$ cat config.mk
export PLATFORM = sky130hd
export DESIGN_NAME = wb_arbiter
export DESIGN_NICKNAME = d
export VERILOG_FILES = /design/src/rtl/wb_arbiter_pkg.sv /design/src/rtl/wb_hold_reg.sv /design/src/rtl/wb_arbiter.sv
export SDC_FILE = /design/constraint.sdc
export NUM_CORES = 1
export LEC_CHECK = 0
export ABC_AREA = 1
export CAP_MARGIN = 20
export CORE_MARGIN = 4
export CORE_UTILIZATION = 48
export CTS_CLUSTER_SIZE = 8
export DETAILED_ROUTE_END_ITERATION = 6
export PLACE_DENSITY = 0.79
export SYNTH_ARGS = -nofsm -noshare
export SYNTH_HDL_FRONTEND = slang
export SYNTH_HIERARCHICAL = 1
export SYNTH_SLANG_ARGS = --single-unit
$ cat constraint.sdc
create_clock -name clk -period 3.9 [get_ports clk]
set_clock_uncertainty 0.05 [all_clocks]
set_input_delay 0.78 -clock clk [delete_from_list [all_inputs] [get_ports clk]]
set_output_delay 0.78 -clock clk [all_outputs]
set_load 0.01 [all_outputs]
$ cat src/rtl/wb_arbiter_pkg.sv
// Shared types for the write-back collector: per-pipe result, dispatcher write port, pipe IDs.
// Pure declarations; no latency or flow control of its own.
package wb_arbiter_pkg;

  localparam int WB_XLEN     = 32;
  localparam int WB_NUM_REGS = 32;
  localparam int RD_W        = $clog2(WB_NUM_REGS);
  localparam int NUM_FIXED   = 3;

  typedef enum logic [1:0] {
    EXE_ALU = 2'd0,
    EXE_LSU = 2'd1,
    EXE_MUL = 2'd2,
    EXE_DIV = 2'd3
  } exe_id_e;

  typedef struct packed {
    logic               valid;
    logic               rwr;
    logic [RD_W-1:0]    rd;
    logic [WB_XLEN-1:0] data;
  } exe_wb_inf_t;

  typedef struct packed {
    logic               wr_en;
    logic [RD_W-1:0]    rd;
    logic [WB_XLEN-1:0] data;
  } wb_dispatcher_inf_t;

  function automatic logic [2:0] count_ones(input logic [NUM_FIXED-1:0] v);
    logic [2:0] n;
    n = '0;
    for (int i = 0; i < NUM_FIXED; i++) n = n + 3'(v[i]);
    return n;
  endfunction

endpackage

$ cat src/rtl/wb_hold_reg.sv
// One-entry bypassing hold register: passes input straight through when empty, parks it when output stalls.
// Latency 0 when empty, drains 1+ cycles later when full; in_ready_o drops while the entry is occupied.
module wb_hold_reg #(
  parameter int W = 37
) (
  input  logic         clk_i,
  input  logic         rst_ni,
  input  logic         in_valid_i,
  input  logic [W-1:0] in_data_i,
  output logic         in_ready_o,
  output logic         out_valid_o,
  output logic [W-1:0] out_data_o,
  input  logic         out_ready_i,
  output logic         hold_valid_o
);

  logic         hold_valid_q, hold_valid_d;
  logic [W-1:0] hold_data_q, hold_data_d;

  assign in_ready_o   = ~hold_valid_q;
  assign hold_valid_o = hold_valid_q;
  assign out_valid_o  = hold_valid_q | in_valid_i;
  assign out_data_o   = hold_valid_q ? hold_data_q : in_data_i;

  always_comb begin
    hold_valid_d = hold_valid_q;
    hold_data_d  = hold_data_q;
    if (hold_valid_q) begin
      if (out_ready_i) hold_valid_d = 1'b0;
    end else if (in_valid_i && !out_ready_i) begin
      // Accepted but the output slot is taken this cycle: park it.
      hold_valid_d = 1'b1;
      hold_data_d  = in_data_i;
    end
  end

  always_ff @(posedge clk_i or negedge rst_ni) begin
    if (!rst_ni) begin
      hold_valid_q <= 1'b0;
      hold_data_q  <= '0;
    end else begin
      hold_valid_q <= hold_valid_d;
      hold_data_q  <= hold_data_d;
    end
  end

endmodule

$ cat src/rtl/wb_arbiter.sv
// Write-back collector: picks one register write per cycle from ALU > LSU > MUL, DIV fills idle slots.
// One registered stage (N -> N+1); DIV is backpressured via div_ready while its hold entry is full.
module wb_arbiter
  import wb_arbiter_pkg::*;
#(
  parameter int XLEN     = WB_XLEN,
  parameter int NUM_REGS = WB_NUM_REGS,
  parameter int CNT_W    = 64,
  localparam int RDW     = $clog2(NUM_REGS)
) (
  input  logic             clk,
  input  logic             rst_n,
  input  logic             alu_valid,
  input  logic             alu_rwr,
  input  logic [RDW-1:0]   alu_rd,
  input  logic [XLEN-1:0]  alu_data,
  input  logic             lsu_valid,
  input  logic             lsu_rwr,
  input  logic [RDW-1:0]   lsu_rd,
  input  logic [XLEN-1:0]  lsu_data,
  input  logic             mul_valid,
  input  logic             mul_rwr,
  input  logic [RDW-1:0]   mul_rd,
  input  logic [XLEN-1:0]  mul_data,
  input  logic             div_valid,
  input  logic [RDW-1:0]   div_rd,
  input  logic [XLEN-1:0]  div_data,
  output logic             div_ready,
  output logic             wr_en,
  output logic [RDW-1:0]   wr_rd,
  output logic [XLEN-1:0]  wr_data,
  output logic             div_done,
  output logic [CNT_W-1:0] retire_cnt,
  output logic             wb_collision
);

  localparam int DIV_W = RDW + XLEN;

  exe_wb_inf_t [NUM_FIXED-1:0] pipe;
  logic [NUM_FIXED-1:0]        valid_vec;
  logic [NUM_FIXED-1:0]        req_vec;
  logic                        fixed_req;
  exe_wb_inf_t                 sel;

  logic                        div_out_valid;
  logic [DIV_W-1:0]            div_out_data;
  logic                        div_issue;
  logic                        hold_valid;

  wb_dispatcher_inf_t          wb_q, wb_d;
  logic                        div_done_q, div_done_d;
  logic [CNT_W-1:0]            cnt_q, cnt_d;
  logic                        coll_q, coll_d;

  assign pipe[EXE_ALU] = '{valid: alu_valid, rwr: alu_rwr, rd: alu_rd, data: alu_data};
  assign pipe[EXE_LSU] = '{valid: lsu_valid, rwr: lsu_rwr, rd: lsu_rd, data: lsu_data};
  assign pipe[EXE_MUL] = '{valid: mul_valid, rwr: mul_rwr, rd: mul_rd, data: mul_data};

  // Walk from lowest priority up so the ALU overwrites any earlier pick.
  always_comb begin
    valid_vec = '0;
    req_vec   = '0;
    sel       = '0;
    for (int i = NUM_FIXED - 1; i >= 0; i--) begin
      valid_vec[i] = pipe[i].valid;
      req_vec[i]   = pipe[i].valid & pipe[i].rwr;
      if (req_vec[i]) sel = pipe[i];
    end
  end

  assign fixed_req = |req_vec;

  wb_hold_reg #(
    .W (DIV_W)
  ) u_div_hold (
    .clk_i        (clk),
    .rst_ni       (rst_n),
    .in_valid_i   (div_valid),
    .in_data_i    ({div_rd, div_data}),
    .in_ready_o   (div_ready),
    .out_valid_o  (div_out_valid),
    .out_data_o   (div_out_data),
    .out_ready_i  (~fixed_req),
    .hold_valid_o (hold_valid)
  );

  assign div_issue = div_out_valid & ~fixed_req;

  always_comb begin
    wb_d       = wb_q;
    wb_d.wr_en = 1'b0;
    div_done_d = 1'b0;
    if (fixed_req) begin
      wb_d.wr_en = 1'b1;
      wb_d.rd    = sel.rd;
      wb_d.data  = sel.data;
    end else if (div_issue) begin
      wb_d.wr_en = 1'b1;
      wb_d.rd    = div_out_data[DIV_W-1:XLEN];
      wb_d.data  = div_out_data[XLEN-1:0];
      div_done_d = 1'b1;
    end
    // x0 still gets a write so the scoreboard bit clears, but never non-zero data.
    if (wb_d.wr_en && wb_d.rd == '0) wb_d.data = '0;
  end

  assign cnt_d  = cnt_q + CNT_W'(count_ones(valid_vec)) + CNT_W'(div_issue);
  assign coll_d = coll_q | (count_ones(req_vec) > 3'd1);

  always_ff @(posedge clk or negedge rst_n) begin
    if (!rst_n) begin
      wb_q       <= '0;
      div_done_q <= 1'b0;
      cnt_q      <= '0;
      coll_q     <= 1'b0;
    end else begin
      wb_q       <= wb_d;
      div_done_q <= div_done_d;
      cnt_q      <= cnt_d;
      coll_q     <= coll_d;
    end
  end

  assign wr_en        = wb_q.wr_en;
  assign wr_rd        = wb_q.rd;
  assign wr_data      = wb_q.data;
  assign div_done     = div_done_q;
  assign retire_cnt   = cnt_q;
  assign wb_collision = coll_q;

  // hold_valid is exported for visibility; div_ready already reflects it.
  logic unused_hold;
  assign unused_hold = hold_valid;

endmodule

==> results by group <==
GRT
  – Largest net degree at the start of global routing: between 70 and 80
  – Grt total ovfl: 0
  – GR Util All Layers: between 30% and 40%
  – Initial antenna violation count: 4
  – Vias in the first global route: approximately 8,600
  – First-pass GRT wire length: around 48,000 um

Logic synthesis
  – Yosys reg bits: about 140
  – Cell count after synthesis: about 1,200
  – Syn. warnings: 6
  – Synthesized Nets: between 1,000 and 1,500
  – Top_reg_cell synth: dfrtp_1
  – Avg Inst Size Synth: roughly 7.3 sq um
  – Post-synthesis sequential area ratio: between 40% and 50%
  – Number of synthesized flops with an enable pin: 0
  – Synth unique cells: 39
  – Post-Syn Area: ~8600 sq um
  – Fraction of registers with async set/reset: 100%

Floorplan
  – Core Footprint: around 17,000 sq um
  – Top-Level Pins: about 260
  – Initial Utilization: 49.3%
  – Die area: about 20,000 sq um
  – Row Count: 48
  – Die height: 141 um
  – Die Wd: 141 um

Clocking
  – Postcts setup bufs: 0
  – Clock buffer depth: 2
  – CTS root buffer: clkbuf_16
  – Sink Count: between 100 and 150
  – Worst skew pair latency: around 430 ps
  – CTS-repair resized insts: 0
  – Hold buffer count at cts: 0
  – TritonCTS Buffers: 17
  – Clock transition at the registers of the reported paths: about 60 ps
  – H-tree depth: 4
  – CTS tree: done

Timing
  – Final slew viol count: 0
  – Hold slack final: ~320 ps
  – Hold Vio Cnt, Final: 0
  – Slew margin rel.: between 40% and 50%
  – Setup TNS: 0 ps
  – Fmax: approximately 300 MHz
  – Slew @ Worst Pin: between 700 and 800 ps
  – Min Clock Period, post-route: around 3300 ps
  – Final Cycle Share: between 80% and 90%
  – Final setup viols: 0
  – RSZ-0062 raised after global routing: no

Setup path
  – Worst Setup Start Kind: input pin
  – Worst R2R End: retire_cnt[58]$_DFF_PN0_
  – Crit path capture: retire_cnt[58]$_DFF_PN0_
  – Critical path arrival: roughly 3600 ps
  – CP Class: input pin to register
  – Crit-path leading delay family: adder cells
  – Worst Path Max Fanout: 4
  – Critical path endpoint category: register
  – CP startpoint: alu_valid
  – Max stage delay cell, worst path: fa_1
  – FF-to-FF setup slack: roughly 1100 ps
  – Critical path depth: 15
  – R2R Path Start: retire_cnt[0]$_DFF_PN0_
  – Crit-path cells: clkdlybuf4s50_1 -> fa_1 -> xnor2_1 -> inv_1 -> ha_1 -> inv_1 -> nand2_4 -> fa_1 -> nand3_2 -> inv_2 -> nand2_1 -> nor2_2 -> nand2_1 -> nor2_1 -> xor2_1
  – Delay of the slowest critical-path stage: approximately 630 ps
  – Buffers & Inverters on Critical Path: 4
  – CP required: about 4200 ps
  – FF-to-FF path depth: 14

Power and ir drop
  – Internal power: ~3400 uW
  – Leak Pwr: 0.00554 uW
  – Sw Ratio: a little under a third
  – Comb pwr share: 26.2%
  – Pwr dens: about 400 nW/um^2
  – Final Power: between 4000 and 5000 uW
  – Reg power frac: 37.9%
  – Clk pwr share: between 30 and 40%
  – Worst-case vdd ir drop: ~0.00031 V
  – P_sw: 1520 uW

Outcome
  – Status: complete, but fails checks
  – Failing checks: DRC

Drt
  – Wl on met1: between 10,000 and 15,000 um
  – WL met2: 14,600 um
  – Routed wl met3: ~2500 um
  – Via count: slightly below 9,000
  – Top sig layer: met4
  – Wire per inst: 18.8 um
  – Vias per cell: 5.39
  – Drt first pass iters: 7
  – ANT nets after route: 0
  – DRT Wirelength: approximately 31,000 um
  – # DRC: 4
  – DRT iter0 DRCs: 828

Final layout
  – Most common cell after layout, fill and taps aside: nand2_1
  – Fill cells: around 1,500
  – Multi-input logic area: about 4400 sq um
  – Synth-to-layout area growth: 39.0%
  – Final Core Density: 68.5%
  – Register Area: roughly 3600 sq um
  – Layout cells sized above 1: 6.77%
  – Commonest non-fill, non-tap cells in the layout: nand2_1, clkdlybuf4s50_1, dfrtp_1
  – Nets: between 1,500 and 2,000
  – Finished Cell Area: between 10,000 and 15,000 sq um

Place
  – IO buf count: around 260
  – Routability cong.: 1.03
  – DP Wirelength: between 20,000 and 25,000 um
  – Placed cell area: ~11,000 sq um

Run
  – Max cap viols: 0

Hold path
  – Path type of the worst min-delay path: input pin to async pin
## flip-flops by register name, summed over array words and instances, names as in the netlist
register	cells
u_div_hold/hold_data_q	37
retire_cnt	64
div_done	1
wr_en	1
wr_rd	5
wb_collision	1
u_div_hold/hold_valid_o	1
wr_data	32
## final cells by class
type                       count  share of cell area (%)
timing repair buffer         282                    23.4
tap                          225                    2.37
antenna                        4                  0.0842
clock inverter                13                    1.58
clock buffer                  19                    3.73
inverter                      66                    2.08
multi-input combinational    911                    36.8
sequential                   142                    29.9
## per-layer routing
metal | track usage [%] | vias up
li1 | - | 4272
met1 | 39.1 | 4175
met2 | 50.5 | 435
met3 | 6.54 | 73
met4 | 15.2 | 0
met5 | 0 | -
## how the worst min path moves through the flow
stage                                      startpoint                                endpoint  slack (ps)
3_5_place_dp   u_div_hold/hold_data_q[12]$_DFFE_PN0P_  u_div_hold/hold_data_q[12]$_DFFE_PN0P_         410
6_report                                        rst_n  u_div_hold/hold_data_q[29]$_DFFE_PN0P_         320
5_1_grt                                         rst_n  u_div_hold/hold_data_q[29]$_DFFE_PN0P_         370
3_3_place_gp                   wb_collision$_DFF_PN0_                  wb_collision$_DFF_PN0_         400
4_1_cts                                         rst_n  u_div_hold/hold_data_q[29]$_DFFE_PN0P_         350
2_1_floorplan  u_div_hold/hold_data_q[34]$_DFFE_PN0P_  u_div_hold/hold_data_q[34]$_DFFE_PN0P_         390
## synth_stat cells, types with 5 or more instances
library cell / number / area, sq um
nand3_1: 103 / 515
nor3_1: 15 / 75.1
o21ai_0: 33 / 165
inv_2: 6 / 22.5
nand3b_1: 5 / 37.5
nor2_1: 68 / 255
dfrtp_1: 142 / 3550
inv_1: 60 / 225
xnor2_1: 30 / 263
nor4_1: 6 / 37.5
buf_2: 12 / 60.1
nand4_1: 62 / 388
clkbuf_1: 13 / 48.8
nand2_2: 10 / 62.6
nor2_2: 7 / 43.8
buf_4: 11 / 82.6
a21oi_1: 9 / 45.0
nor2_4: 6 / 67.6
nand3_2: 6 / 60.1
buf_6: 11 / 124
nand2_1: 502 / 1880
xor2_1: 28 / 245
## metrics by stage
| stage | worst slack [ps] | std cells |
|---|---|---|
| 2_1_floorplan | 565 | 1171 |
| 3_3_place_gp | 190 | 1626 |
| 3_5_place_dp | 171 | 1626 |
| 4_1_cts | 596 | 1658 |
| 5_1_grt | 437 | 1662 |
| 6_report | 585 | 1662 |
## power by group through the flow
stage                     combinational (uW)  clock [uW]  sequential, uW
after detailed placement                1270           0            1870
after floorplan                          603           0            1890
after CTS                               1280        1770            1840
after global routing                    1400        1830            1870
after global placement                  1250           0            1860
final                                   1280        1750            1850
## worst reg2reg max path: stages, from the launching register on
cell and delay (ps):
dfrtp_1 390, fa_1 570, xnor2_1 130, inv_1 50, ha_1 170, inv_1 100, nand2_4 70, fa_1 420
nand3_2 140, inv_2 70, nand2_1 180, nor2_2 80, nand2_1 110, nor2_1 70, xor2_1 140
## cell families (layout without fill, tap and decap cells)
logic type	count (synthesis)	count (layout)	synth area share, %
XOR/XNOR	58	58	5.94
flip-flops	142	142	41.6
adder cells (fa/ha/maj)	5	5	0.907
AO/OA/AOI/OAI	46	46	2.84
buffers and inverters	118	380	7.23
other	0	4	0
AND/OR/NAND/NOR	802	802	41.5
Power figures use the tool's default switching activity.
